<file path="src/rtl/bus_arb_pkg.sv">
// Shared types and constants for the internal data-bus owner arbiter.
package bus_arb_pkg;

  localparam int unsigned NUM_REQ       = 8;
  localparam int unsigned SEL_WIDTH     = $clog2(NUM_REQ);
  localparam int unsigned MAX_HOLD_DFLT = 15;
  localparam int unsigned HOLD_W        = 8;

  typedef enum logic [1:0] {
    IDLE = 2'd0,
    OWN  = 2'd1,
    TURN = 2'd2
  } arb_state_e;

  // One-hot vector with only bit idx set.
  function automatic logic [NUM_REQ-1:0] idx_onehot(input logic [SEL_WIDTH-1:0] idx);
    return NUM_REQ'(1) << idx;
  endfunction

  // Index following idx, wrapping at NUM_REQ.
  function automatic logic [SEL_WIDTH-1:0] idx_next(input logic [SEL_WIDTH-1:0] idx);
    return SEL_WIDTH'((32'(idx) + 32'd1) % NUM_REQ);
  endfunction

endpackage

</file>
<file path="src/rtl/rr_pick.sv">
// Rotate-and-find-first: first set request at or after start, with wrap.
module rr_pick
  import bus_arb_pkg::*;
(
  input  logic [NUM_REQ-1:0]   req,
  input  logic [SEL_WIDTH-1:0] start,
  output logic [SEL_WIDTH-1:0] winner,
  output logic                 any_req
);

  logic [SEL_WIDTH-1:0] idx;

  // Walk the requests in priority order starting at start; first hit wins.
  always_comb begin
    winner  = '0;
    any_req = 1'b0;
    idx     = '0;
    for (int unsigned i = 0; i < NUM_REQ; i++) begin
      idx = SEL_WIDTH'((32'(start) + i) % NUM_REQ);
      if (!any_req && req[idx]) begin
        any_req = 1'b1;
        winner  = idx;
      end
    end
  end

endmodule

</file>
<file path="src/rtl/bus_owner_arbiter.sv">
// Round-robin owner arbiter for the shared internal data bus, with hold
// limit, per-owner lock and one dead turnaround cycle between owners.
module bus_owner_arbiter
  import bus_arb_pkg::*;
#(
  parameter int unsigned MAX_HOLD = MAX_HOLD_DFLT
) (
  input  logic                 clk,
  input  logic                 rst_n,
  input  logic [NUM_REQ-1:0]   req,
  input  logic [NUM_REQ-1:0]   lock,
  output logic [NUM_REQ-1:0]   grant,
  output logic [SEL_WIDTH-1:0] sel,
  output logic                 bus_valid,
  output logic                 preempt
);

  localparam logic [HOLD_W-1:0] HOLD_LIM = HOLD_W'(MAX_HOLD - 1);

  arb_state_e           state, state_d;
  logic [SEL_WIDTH-1:0] last_owner, last_owner_d;
  logic [HOLD_W-1:0]    hold_cnt, hold_cnt_d;
  logic [NUM_REQ-1:0]   grant_d;
  logic [SEL_WIDTH-1:0] sel_d;
  logic                 preempt_d;

  logic [SEL_WIDTH-1:0] pick_idx;
  logic                 pick_any;
  logic                 others_pending;

  // Shared picker for the IDLE and TURN paths; search starts after last owner.
  rr_pick u_pick (
    .req     (req),
    .start   (idx_next(last_owner)),
    .winner  (pick_idx),
    .any_req (pick_any)
  );

  // Someone other than the current owner wants the bus.
  assign others_pending = |(req & ~idx_onehot(last_owner));

  // Next-state and next-output computation.
  always_comb begin
    state_d      = state;
    grant_d      = '0;
    sel_d        = sel;
    preempt_d    = 1'b0;
    last_owner_d = last_owner;
    hold_cnt_d   = hold_cnt;
    unique case (state)
      IDLE, TURN: begin
        if (pick_any) begin
          state_d      = OWN;
          grant_d      = idx_onehot(pick_idx);
          sel_d        = pick_idx;
          last_owner_d = pick_idx;
          hold_cnt_d   = '0;
        end else begin
          state_d = IDLE;
        end
      end
      OWN: begin
        grant_d = grant;
        if (!req[last_owner]) begin
          state_d = TURN;
          grant_d = '0;
        end else if (others_pending && (hold_cnt == HOLD_LIM) && !lock[last_owner]) begin
          state_d   = TURN;
          grant_d   = '0;
          preempt_d = 1'b1;
        end else if (others_pending && (hold_cnt != HOLD_LIM)) begin
          hold_cnt_d = hold_cnt + HOLD_W'(1);
        end
      end
      default: begin
        state_d = IDLE;
      end
    endcase
  end

  // State and registered outputs.
  always_ff @(posedge clk or negedge rst_n) begin
    if (!rst_n) begin
      state      <= IDLE;
      grant      <= '0;
      sel        <= '0;
      bus_valid  <= 1'b0;
      preempt    <= 1'b0;
      last_owner <= SEL_WIDTH'(NUM_REQ - 1);
      hold_cnt   <= '0;
    end else begin
      state      <= state_d;
      grant      <= grant_d;
      sel        <= sel_d;
      bus_valid  <= |grant_d;
      preempt    <= preempt_d;
      last_owner <= last_owner_d;
      hold_cnt   <= hold_cnt_d;
    end
  end

endmodule

</file>
<file path="config.mk">
export PLATFORM = sky130hd
export DESIGN_NAME = bus_owner_arbiter
export DESIGN_NICKNAME = d
export VERILOG_FILES = /design/src/rtl/bus_arb_pkg.sv /design/src/rtl/rr_pick.sv /design/src/rtl/bus_owner_arbiter.sv
export SDC_FILE = /design/constraint.sdc
export NUM_CORES = 1
export LEC_CHECK = 0
export CAP_MARGIN = 20
export CORE_UTILIZATION = 49
export DETAILED_ROUTE_END_ITERATION = 6
export PLACE_DENSITY = 0.73
export SYNTH_ARGS = -nofsm -noshare
export SYNTH_HDL_FRONTEND = slang
export SYNTH_SLANG_ARGS = --single-unit
export TNS_END_PERCENT = 50
</file>
<file path="constraint.sdc">
create_clock -name clk -period 9.05 [get_ports clk]
set_clock_uncertainty 0.1 [all_clocks]
set_input_delay 1.81 -clock clk [delete_from_list [all_inputs] [get_ports clk]]
set_output_delay 1.81 -clock clk [all_outputs]
set_load 0.05 [all_outputs]
</file>
# Word level (Yosys, flattened, before mapping)
# Cells that the tools add are included.
[op_classes] n_addsub=9 n_lt_le_gt_ge=9 eq_ne=9 n_shift=2 muxes=52 n_bitwise=2 n_reduce_logical=25
[op_table] operator="$mux W8" count=7
[op_table] operator="$lt A3 B4 Y1 const B" count=9
[op_table] operator="$pmux W8 S2" count=2
[op_table] operator="$bmux W1 S3" count=10
[op_table] operator="$mux W3" count=8
[op_table] operator="$mux W1" count=22
[op_table] operator="$reduce_or A8 Y1" count=2
[op_table] operator="$shl A1 B3 Y8 const A" count=2
[op_table] operator="$add A3 B3 Y3 const B" count=4
[op_table] operator="$logic_and A1 B1 Y1" count=10
[op_table] operator="$add A8 B1 Y8 const B" count=1
[op_table] operator="$and A8 B8 Y8" count=1
[op_table] operator="$eq A8 B4 Y1 const B" count=1
[op_table] operator="$logic_not A1 Y1" count=8
[op_table] operator="$ne A2 B2 Y1 const B" count=4
[op_table] operator="$ne A8 B4 Y1 const B" count=1
[op_table] operator="$not A8 Y8" count=1
[op_table] operator="$add A3 B1 Y3 const B" count=2
[op_table] operator="$add A3 B2 Y3 const B" count=2
[op_table] operator="$reduce_and A5 Y1" count=1
[op_table] operator="$mux W2" count=2
[op_table] operator="$pmux W2 S2" count=1
[op_table] operator="$ne A3 B3 Y1 const B" count=1
[op_table] operator="$eq A2 B1 Y1 const B" count=1
[op_table] operator="5 further kinds" count=5
[word_totals] reg_bits=26 inputBits=18 output_inout_bits=13

# Depth between registers and ports, before layout
[logic_depth] word_depth=29 ltp_mapped=14

# Cells and area by module
# Synthesis repeated with hierarchy kept, for this count alone.
[hier_totals] hier_cells=265 hier_area_um2=2588.7
[by_module_without_submodules] module="bus_owner_arbiter" n_inst=1 cells_each=144 area_each_um2=1507.7
[by_module_without_submodules] module="rr_pick" n_inst=1 cells_each=121 area_each_um2=1081.0

# Worst setup path after synthesis
# No wires, ideal clock.
[synth_path] kind="input to register" from="input req[5]" to="register grant[6]" setup_time_ns=0.121 arrival_ns=3.803 required_ns=8.829 setup_slack_ns=5.026 cell_stages=9 path_buffers=1 path_cell_list="clkbuf_1 -> mux2_2 -> a211oi_1 -> a31oi_1 -> nor3_4 -> o21ai_0 -> a21o_1 -> nor2b_1 -> a22o_1"
[synth_between] elab_chain_cells=27 elab_cells_between_ends=57
[synth_rtl] item="from (decl)" line_no="bus_owner_arbiter.sv:10" source="input logic [NUM_REQ-1:0] req,"
[synth_rtl] item="$bmux W1 S3" line_no="rr_pick.sv:20" source="if (!any_req && req[idx]) begin"
[synth_rtl] item="$mux W1 (not written as such)" line_no="rr_pick.sv:20"
[synth_rtl] item="$mux W1" line_no="rr_pick.sv:20"
[synth_rtl] item="$logic_not A1 Y1" line_no="rr_pick.sv:20"
[synth_rtl] item="$logic_and A1 B1 Y1" line_no="rr_pick.sv:20"
[synth_rtl] item="$mux W1" line_no="rr_pick.sv:20"
[synth_rtl] item="$logic_not A1 Y1" line_no="rr_pick.sv:20"
[synth_rtl] item="$logic_and A1 B1 Y1" line_no="rr_pick.sv:20"
[synth_rtl] item="[12 not listed]"
[synth_rtl] item="$mux W1" line_no="rr_pick.sv:20"
[synth_rtl] item="$logic_not A1 Y1" line_no="rr_pick.sv:20"
[synth_rtl] item="$logic_and A1 B1 Y1" line_no="rr_pick.sv:20"
[synth_rtl] item="$mux W3" line_no="rr_pick.sv:20"
[synth_rtl] item="$shl A1 B3 Y8" line_no="bus_arb_pkg.sv:17" source="return NUM_REQ'(1) << idx;"
[synth_rtl] item="$mux W8" line_no="bus_owner_arbiter.sv:52" source="if (pick_any) begin"
[synth_rtl] item="$pmux W8 S2 *" line_no="bus_owner_arbiter.sv:50" source="unique case (state)"
[synth_rtl] item="named net grant_d[6]" line_no="bus_owner_arbiter.sv:23" source="logic [NUM_REQ-1:0] grant_d;"
[synth_rtl] item="to (signal assigned)" line_no="bus_owner_arbiter.sv:93" source="grant <= grant_d;"
[synth_rtl] item="to (decl)" line_no="bus_owner_arbiter.sv:12" source="output logic [NUM_REQ-1:0] grant,"
# The timed path passes the listed nets; every way through them passes the cells marked *. The select of a mux whose other input is x is not followed.
# A chain may end at the register's enable or synchronous reset.

# Final worst setup path
[layout_path] from="register last_owner[0]" to="register hold_cnt[1]"
[layout_between] elab_chain_cells=27 elab_cells_between_ends=63
[layout_rtl] item="from (decl)" line_no="bus_owner_arbiter.sv:21" source="logic [SEL_WIDTH-1:0] last_owner, last_owner_d;"
[layout_rtl] item="from (signal assigned)" line_no="bus_owner_arbiter.sv:89" source="last_owner <= SEL_WIDTH'(NUM_REQ - 1);"
[layout_rtl] item="from (signal assigned)" line_no="bus_owner_arbiter.sv:97" source="last_owner <= last_owner_d;"
[layout_rtl] item="parallel branches: the longest is 26 deep, another holds $add A3 B1 Y3"
[layout_rtl] item="$reduce_and A5 Y1 (no source line) *"
[layout_rtl] item="to (signal assigned)" line_no="bus_owner_arbiter.sv:98" source="hold_cnt <= hold_cnt_d;"
[layout_rtl] item="to (decl)" line_no="bus_owner_arbiter.sv:22" source="logic [HOLD_W-1:0] hold_cnt, hold_cnt_d;"
# Mark *: on every way between the ends. The select of a mux whose other input is x is not followed.

==> flow_summary.toml <==
[route]
drtPass1Iterations = 4
ant_nets = 0
drt_iter0_markers = 119
vias = 2282
drt-total-wl_mm = 6.061
route.detailed.drc = 0
vias_per_cell = 6.252
routedWlPerCell_um = 16.61

[layout]
final_cell_mix = "30 x clkdlybuf4s50_1, 27 x nor2_1, 26 x nand2_1"
num-nets-final = 326
finalInstanceArea_sq_um = 2918
areaGrowthSynthToFinish_pct = 14.26
final_util_pct = 59.79
drive_gt1_share_pct = 13.42
layout_commonest_cell = "clkdlybuf4s50_1"
diodes = 0

[setup_path]
path_max_fanout = 34
worstSetupPathType = "register to register"
crit_start = "last_owner[0]$_DFFE_PN1P_"
reg2reg_depth = 10
cpPeakStageDelay_ns = 0.98
rr_startpoint = "last_owner[0]$_DFFE_PN1P_"
worstPathRequired_ns = 9.11
endpoint_kind = "register"
start_kind = "register"
critPathArrivalTime_ns = 4.70
path_cells = "inv_2, ha_1, buf_4, mux2_2, a211oi_1, a31oi_1, nor3_4, a31o_2, nand2_1, mux2_1"
critPathSlowestCell = "dfstp_2"

[logic_synthesis]
ys_types = 63
syn_area_sq_um = 2554
synth_edf_count = 0
synthFlopType = "dfrtp_1"
synth_seq_cells = 26
synth_cells = 278
avgSynthCellArea_sq_um = 9.186
syn_nets = 305
ys_async_sr_fraction_pct = 100.0
yosysSeqAreaShare_pct = 25.62
synth_warnings = 0

[timing]
setup_viol = 0
grt_setup_unrepaired = "false"
tightest_slew_ns = 0.7642
fmax_mhz = 215.6
drv_slew = 0
fin_setup_tns_ns = 0
min_period_ns = 4.637
fin_crit_sh_pct = 51.24
finalHoldViolations = 0
fin_ws_ns = 4.413
relSlewSlack_pct = 48.88

[placed_design]
numPortBuffers = 30
gp_congestion = 0.9933
hpwl_mm = 4.581
placed_area_sq_um = 2846
dp_slack_ns = 4.217

[clock_network]
cts_resized = 0
clock_latency_ns = 0.27
cts_tree = "done"
cts_buffer_depth = 2
h-tree-depth = 1
ctsHoldBuffers = 0
cts-buffers-inserted = 3
root_buffer = "clkbuf_8"
path_clk_slew_ns = 0.09
cts.sink_count = 26
cts_setup_buffers = 0

[global_routing]
grt_pass1_wl_mm = 10.20
grt_max_degree = 35
overflow = 0
grt_pass1_vias = 2111
grt_antenna_before_repair = 0
track_usage_pct = 23.94

[job]
drv_cap = 0

[die]
die_area_sq_um = 5504
start_util_pct = 52.33
die_y_um = 74.19
die_w_um = 74.19
ioPinCount = 31
core-area_sq_um = 4880
rows = 25

[status]
status = "completed"

[hold_path]
hold_depth = 2
hp-start = "sel[1]$_DFFE_PN0P_"
min_path_type = "register to register"
## synthesized netlist by cell type (7+ instances only)
master	count	area, sq um
dfrtp_1	23	575.6
mux4_2	11	247.7
o21ai_0	11	55.05
a21oi_1	22	110.1
nor2b_1	11	68.82
nor2_1	27	101.4
xnor2_1	8	70.07
nand2_1	26	97.59
nand3_1	7	35.03
mux2i_1	13	130.1
ha_1	9	112.6
inv_1	7	26.28
## worst max-delay path: cells and delay by family, from the launching register on
| family | cells | cell delay (ns) |
|---|---|---|
| AO/OA/AOI/OAI | 3 | 1.06 |
| flip-flops | 1 | 0.98 |
| multiplexers | 2 | 0.78 |
| buffers and inverters | 2 | 0.69 |
| AND/OR/NAND/NOR | 2 | 0.53 |
| adder cells (fa/ha/maj) | 1 | 0.38 |
## final cells by class
cell class | count | area (sq um)
clock buffer | 3 | 41.29
clock inverter | 1 | 30.03
fill | 463 | 1962
inverter | 9 | 33.78
multi-input combinational | 227 | 1759
sequential | 26 | 654.4
tap | 67 | 83.83
timing repair buffer | 32 | 315.3
## registers in the layout (all words and copies together), names as in the netlist
signal,count
state,2
sel,3
bus_valid,1
last_owner,3
hold_cnt,8
preempt,1
grant,8
## worst paths after layout
kind                                                   to  slack [ns]
min in group asynchronous         hold_cnt[5]$_DFFE_PN0P_        1.80
worst max-delay path              hold_cnt[1]$_DFFE_PN0P_        4.41
max in group asynchronous       last_owner[1]$_DFFE_PN1P_        6.75
worst min-delay path                   sel[1]$_DFFE_PN0P_        0.43
worst min register to register         sel[1]$_DFFE_PN0P_        0.43
worst max register to register    hold_cnt[1]$_DFFE_PN0P_        4.41
## through the flow
stage,cells,hold WS [ns]
finish,365,0.4258
global route,365,0.4545
CTS,365,0.4294
detailed placement,361,0.4107
global placement,361,0.4064
floorplan,278,0.4103
## logic make-up (layout without fill, tap and decap cells)
logic type / Yosys count / after routing / share of synthesized area, %
and+or+nand+nor: 97 / 97 / 19.21
AOI/OAI and AO/OA: 77 / 77 / 21.61
muxes: 34 / 34 / 20.23
DFF: 26 / 26 / 25.62
buffers and inverters: 25 / 45 / 5.488
xor gates and xnor gates: 10 / 10 / 3.430
adders and majority gates: 9 / 9 / 4.410
## layer usage
metal / routed length (um) / vias up / global-route usage [%] / share of wire [%]
met5: 0 / - / 0 / 0
met4: 74 / 0 / 4.060 / 1.2
met3: 442 / 8 / 4.607 / 7.3
met2: 2811 / 101 / 37.37 / 46
met1: 2733 / 1094 / 34.89 / 45
li1: - / 1079 / - / -
Power is not shown: default switching activity piles up to over one toggle a cycle in this logic, so the estimate is an artifact.
